[src/rtl/jtcop_objdma_pkg.sv]
// Shared constants and state encoding for the object-table DMA.
package jtcop_objdma_pkg;

  localparam int unsigned OBJ_AW = 10;

  typedef enum logic [1:0] {
    StIdle  = 2'd0,
    StArm   = 2'd1,
    StCopy  = 2'd2,
    StFlush = 2'd3
  } dma_st_e;

endpackage

[src/rtl/jtcop_objdma.sv]
// Object-RAM to object-buffer DMA with CPU port sharing and ping-pong buffer banks.
module jtcop_objdma
  import jtcop_objdma_pkg::*;
#(
  parameter int unsigned AW         = OBJ_AW,
  parameter bit          WAIT_BLANK = 1'b1
) (
  input  logic          rst_i,
  input  logic          clk_i,
  input  logic          cen_i,
  input  logic          lvbl_i,
  input  logic          obj_copy_i,
  input  logic          mixpsel_i,
  input  logic          cpu_cs_i,
  input  logic [AW-1:0] cpu_addr_i,
  output logic          cpu_busy_o,
  output logic [AW:0]   ram_addr_o,
  input  logic [15:0]   ram_dout_i,
  output logic [AW:0]   buf_addr_o,
  output logic [15:0]   buf_din_o,
  output logic          buf_we_o,
  output logic          vid_bank_o,
  output logic          dma_busy_o
);

  localparam logic [AW-1:0] CntLast = '1;

  dma_st_e       st_q, st_d;
  logic          pending_q, pending_d;
  logic          src_half_q, src_half_d;
  logic [AW-1:0] cnt_q, cnt_d;
  logic [AW-1:0] cnt_l_q, cnt_l_d;
  logic          we_l_q, we_l_d;
  logic          bank_q, bank_d;
  logic          copying;
  logic          start_ok;

  assign copying  = (st_q == StCopy) || (st_q == StFlush);
  assign start_ok = cen_i && (!WAIT_BLANK || !lvbl_i);

  always_comb begin
    st_d       = st_q;
    pending_d  = pending_q;
    src_half_d = src_half_q;
    cnt_d      = cnt_q;
    cnt_l_d    = cnt_l_q;
    we_l_d     = 1'b0;
    bank_d     = bank_q;
    case (st_q)
      StIdle: begin
        if (obj_copy_i || pending_q) begin
          pending_d = 1'b1;
          st_d      = StArm;
        end
      end
      StArm: begin
        if (start_ok) begin
          src_half_d = mixpsel_i;
          pending_d  = 1'b0;
          cnt_d      = '0;
          st_d       = StCopy;
        end
      end
      StCopy: begin
        if (obj_copy_i) pending_d = 1'b1;
        if (cen_i) begin
          // Read issued now; the write lands next clk when RAM data is valid.
          we_l_d  = 1'b1;
          cnt_l_d = cnt_q;
          if (cnt_q == CntLast) st_d = StFlush;
          else                  cnt_d = cnt_q + 1'b1;
        end
      end
      StFlush: begin
        if (obj_copy_i) pending_d = 1'b1;
        bank_d = ~bank_q;
        st_d   = StIdle;
      end
      default: st_d = StIdle;
    endcase
  end

  always_ff @(posedge clk_i or posedge rst_i) begin
    if (rst_i) begin
      st_q       <= StIdle;
      pending_q  <= 1'b0;
      src_half_q <= 1'b0;
      cnt_q      <= '0;
      cnt_l_q    <= '0;
      we_l_q     <= 1'b0;
      bank_q     <= 1'b0;
    end else begin
      st_q       <= st_d;
      pending_q  <= pending_d;
      src_half_q <= src_half_d;
      cnt_q      <= cnt_d;
      cnt_l_q    <= cnt_l_d;
      we_l_q     <= we_l_d;
      bank_q     <= bank_d;
    end
  end

  // The CPU owns the RAM port except while the copy is running.
  assign ram_addr_o = copying ? {src_half_q, cnt_q} : {mixpsel_i, cpu_addr_i};
  assign cpu_busy_o = cpu_cs_i && copying;
  assign buf_addr_o = {~bank_q, cnt_l_q};
  assign buf_din_o  = ram_dout_i;
  assign buf_we_o   = we_l_q;
  assign vid_bank_o = bank_q;
  assign dma_busy_o = pending_q || (st_q != StIdle);

endmodule
[config.mk]
export PLATFORM = sky130hd
export DESIGN_NAME = jtcop_objdma
export DESIGN_NICKNAME = d
export VERILOG_FILES = /design/src/rtl/jtcop_objdma_pkg.sv /design/src/rtl/jtcop_objdma.sv
export SDC_FILE = /design/constraint.sdc
export NUM_CORES = 1
export LEC_CHECK = 0
export ABC_AREA = 0
export CELL_PAD_IN_SITES_DETAIL_PLACEMENT = 0
export CELL_PAD_IN_SITES_GLOBAL_PLACEMENT = 1
export CORE_UTILIZATION = 27
export DETAILED_ROUTE_END_ITERATION = 8
export GPL_ROUTABILITY_DRIVEN = 0
export PLACE_DENSITY_LB_ADDON = 0.1
export SLEW_MARGIN = 20
export SYNTH_ARGS = -nofsm -noshare
export SYNTH_HDL_FRONTEND = slang
export SYNTH_SLANG_ARGS = --single-unit
[constraint.sdc]
create_clock -name clk_i -period 1.8 [get_ports clk_i]
set_clock_uncertainty 0.2 [all_clocks]
set_input_delay 0.18 -clock clk_i [delete_from_list [all_inputs] [get_ports clk_i]]
set_output_delay 0.18 -clock clk_i [all_outputs]
set_load 0.05 [all_outputs]
==> flow_metrics.tcl, run 1 <==
set metrics [dict create \
    status "complete, but fails checks" \
    violations "setup timing" \
    die-width_um 78.7 \
    wl_per_cell_um 14.7 \
    seq_area_sq_um 651 \
    synth-main-ff-cell "dfrtp_1" \
    start_util_pct 28.4 \
    p_int_mw 2.52 \
    grt_max_degree 27 \
    worst_slack_ps -298 \
    endpoint_kind "output pin" \
    multiInputGateArea_sq_um 982 \
    setup_viol 24 \
    n_antenna_cell 0 \
    drt-initial-drc-count 55 \
    finalCoreUtilization_pct 47.2 \
    seqPwrFrac_pct 18.0 \
    cp.required_ps 1420 \
    tightestPinTransition_ps 367 \
    post-route-drc-count 0 \
    cts_root_buffer "clkbuf_8" \
    max-clock-path-buffers 2 \
    slew_headroom_pct 75.3 \
    dr_total_vias 1410 \
    cp-start-kind "flop" \
    p_per_area_mw_per_mm2 1720 \
    yosysUniqueCellTypes 46 \
    pwr-share-clk_pct 8.6 \
    area_delta_synth_final_pct 66.6 \
    combPwrFrac_pct 73.4 \
    drive_above_1_share_pct 57.2 \
    tritoncts "built" \
    clkTransAtPathRegs_ps 100 \
    dp_slack_ps -114 \
    dr.pass1.iters 4 \
    synth_top_family_by_area "simple AND/OR/NAND/NOR gates" \
    synth_compound_area_share_pct 12.0 \
    synthAdderAreaFrac_pct 4.72 \
    ant_nets 0 \
    grt_overflow_total 0 \
    chipHeight_um 78.7 \
    synthSimpleGateAreaFrac_pct 16.1 \
    fin_crit_sh_pct 117 \
    synthMuxAreaShare_pct 14.9 \
    synthXorXnorAreaFrac_pct 0.551 \
    cts_made_buffers 3 \
    whs_ps 56.8 \
    dp_cells 281 \
    yosysWarningCount 0 \
    synth_edf_count 0 \
    grt_pass1_vias 1536 \
    syn_inst 153 \
    arrival_ps 1720 \
    row_count 27 \
    ys_ff_latch 26 \
    instances_no_fill 294 \
    drv_cap 0 \
    clk_latency_ps 270 \
    hold_path.class "in -> async" \
    synth_area_sq_mm 0.00159 \
    critical_path_class "reg -> out" \
    hold_viol 0 \
    die_area_sq_mm 0.00620 \
    nets 262 \
    vdd_ir_drop_max_mv 0.856 \
    setup_tns_ps -4010 \
    grt_pass1_wl_mm 7.21 \
    critPathMaxFanout 6 \
    hpwl_mm 3.15 \
    finalMaxSlewViolations 0 \
    nFillCells 548 \
    period_needed_ps 2100 \
    rsz0062_at_grt "true" \
    ios 75 \
    drt_wl_total_mm 4.33 \
    p_sw_share_pct 44.7 \
    post_drt_via_cell_ratio 4.80 \
    async_reset_ff_share_pct 100 \
    p_leak_nw 1.24 \
    fmax_ghz 0.477 \
    port_buffers 42 \
    antenna_found_initial 0 \
    core_sq_mm 0.00561 \
    synth.avg_cell_area_sq_um 10.4 \
    htree_num_levels 1 \
    synth_nets 192 \
    ys_seq_area_share_pct 40.9 \
    p_switching_mw 2.04 \
    grt_util_all_layers_pct 14.8 \
    cts_hold_buf 0 \
    cts_sinks 26 \
]
==> flip-flops by register name, summed over array words and instances (netlist names) <==
name / flops
buf_we_o: 1
cnt_l_q: 10
cnt_q: 10
pending_q: 1
src_half_q: 1
st_q: 2
vid_bank_o: 1
==> cells in the final DEF, fill, tap and decap left out, drive strengths merged, types with 2 or more instances in the layout <==
master and instances:
buf 70, dfrtp 26, mux2 21, clkdlybuf4s50 16, nand2 13, o21ai 8, inv 7, nand3 6
ha 6, nor2 5, clkbuf 4, nand2b 4, nor4 4, o41ai 2, and2 2, nor2b 2
nor3 2, or2 2, o31ai 2
==> routing by layer <==
layer / GRT usage (%) / up-vias / wire length [um]
met5: 0 / - / 0
met4: 5.37 / 0 / 57
met3: 2.76 / 12 / 239
met2: 26.4 / 45 / 2150
met1: 17.4 / 680 / 1880
li1: - / 673 / -
==> final cells by class <==
class                      count  area share (%)
multi-input combinational     99            37.1
tap                           72            3.40
timing repair buffer          86            31.8
inverter                       7            1.09
clock buffer                   4            2.08
sequential                    26            24.6
==> Yosys cell counts (2+ instances only) <==
library cell  count  area (sq um)
clkbuf_1          3          11.3
o41ai_1           2          17.5
buf_4            16           120
nand2_1          12          45.0
nor2_1            5          18.8
o31ai_1           2          15.0
inv_1             7          26.3
o21ai_0           7          35.0
and2_1            2          12.5
nor4_1            3          18.8
dfrtp_1          26           651
nor2b_1           2          12.5
mux2_2           20           225
nor3_1            2          10.0
ha_1              6          75.1
nand2b_1          4          25.0
nand3_1           5          25.0
==> power by group through the flow <==
stage / clock [mW] / sequential (mW) / combinational (mW)
floorplan: 0 / 1.06 / 1.54
global placement: 0 / 0.828 / 2.77
detailed placement: 0 / 0.837 / 2.82
CTS: 0.405 / 0.820 / 3.21
global route: 0.436 / 0.842 / 3.54
finish: 0.390 / 0.821 / 3.35
==> kinds of logic (layout without fill, tap and decap cells) <==
kind of cell    count (synthesis)  after routing
compound gates                 26             26
flops                          26             26
buf+inv                        28             97
simple gates                   45             45
mux                            21             21
fa+ha+maj                       6              6
xor+xnor                        1              1
==> critical path: stages, from the launching register on <==
cell     delay, ps
dfrtp_1        410
inv_2           70
ha_4           180
nor2_4         160
buf_6          160
mux2_4         320
buf_12         150
==> through the flow <==
stage	power [mW]	area, sq um
floorplan	2.60	1650
global placement	3.60	2300
detailed placement	3.66	2300
CTS	4.43	2550
global route	4.82	2650
finish	4.56	2650
==> what timing repair did <==
action	in CTS	in global routing
pin swaps	13	11
gates cloned	1	0
endpoints found under the setup margin	20	29
setup buffers	5	8
resized for setup	31	19
==> worst paths after layout <==
check | startpoint | to | slack [ps] | depth (start not counted)
max in group asynchronous | rst_i | cnt_l_q[8]$_DFFE_PP0P_ | 1090 | 3
min | rst_i | cnt_l_q[2]$_DFFE_PP0P_ | 60 | 3
max | st_q[0]$_DFFE_PP0P_ | ram_addr_o[5] | -300 | 6
min reg2reg | cnt_l_q[9]$_DFFE_PP0P_ | cnt_l_q[9]$_DFFE_PP0P_ | 300 | 2
max reg2reg | st_q[0]$_DFFE_PP0P_ | cnt_q[3]$_DFFE_PP0P_ | -160 | 7
min in group clk_i | ram_dout_i[2] | buf_din_o[2] | 160 | 0
No activity file was read; power rests on OpenSTA's default activity.
==> inputs of run 2 (changes only) <==
- SLEW_MARGIN: 20 -> 0
==> results of run 2 <==
The final DEF is identical to that of run 1; final timing and power are the same.
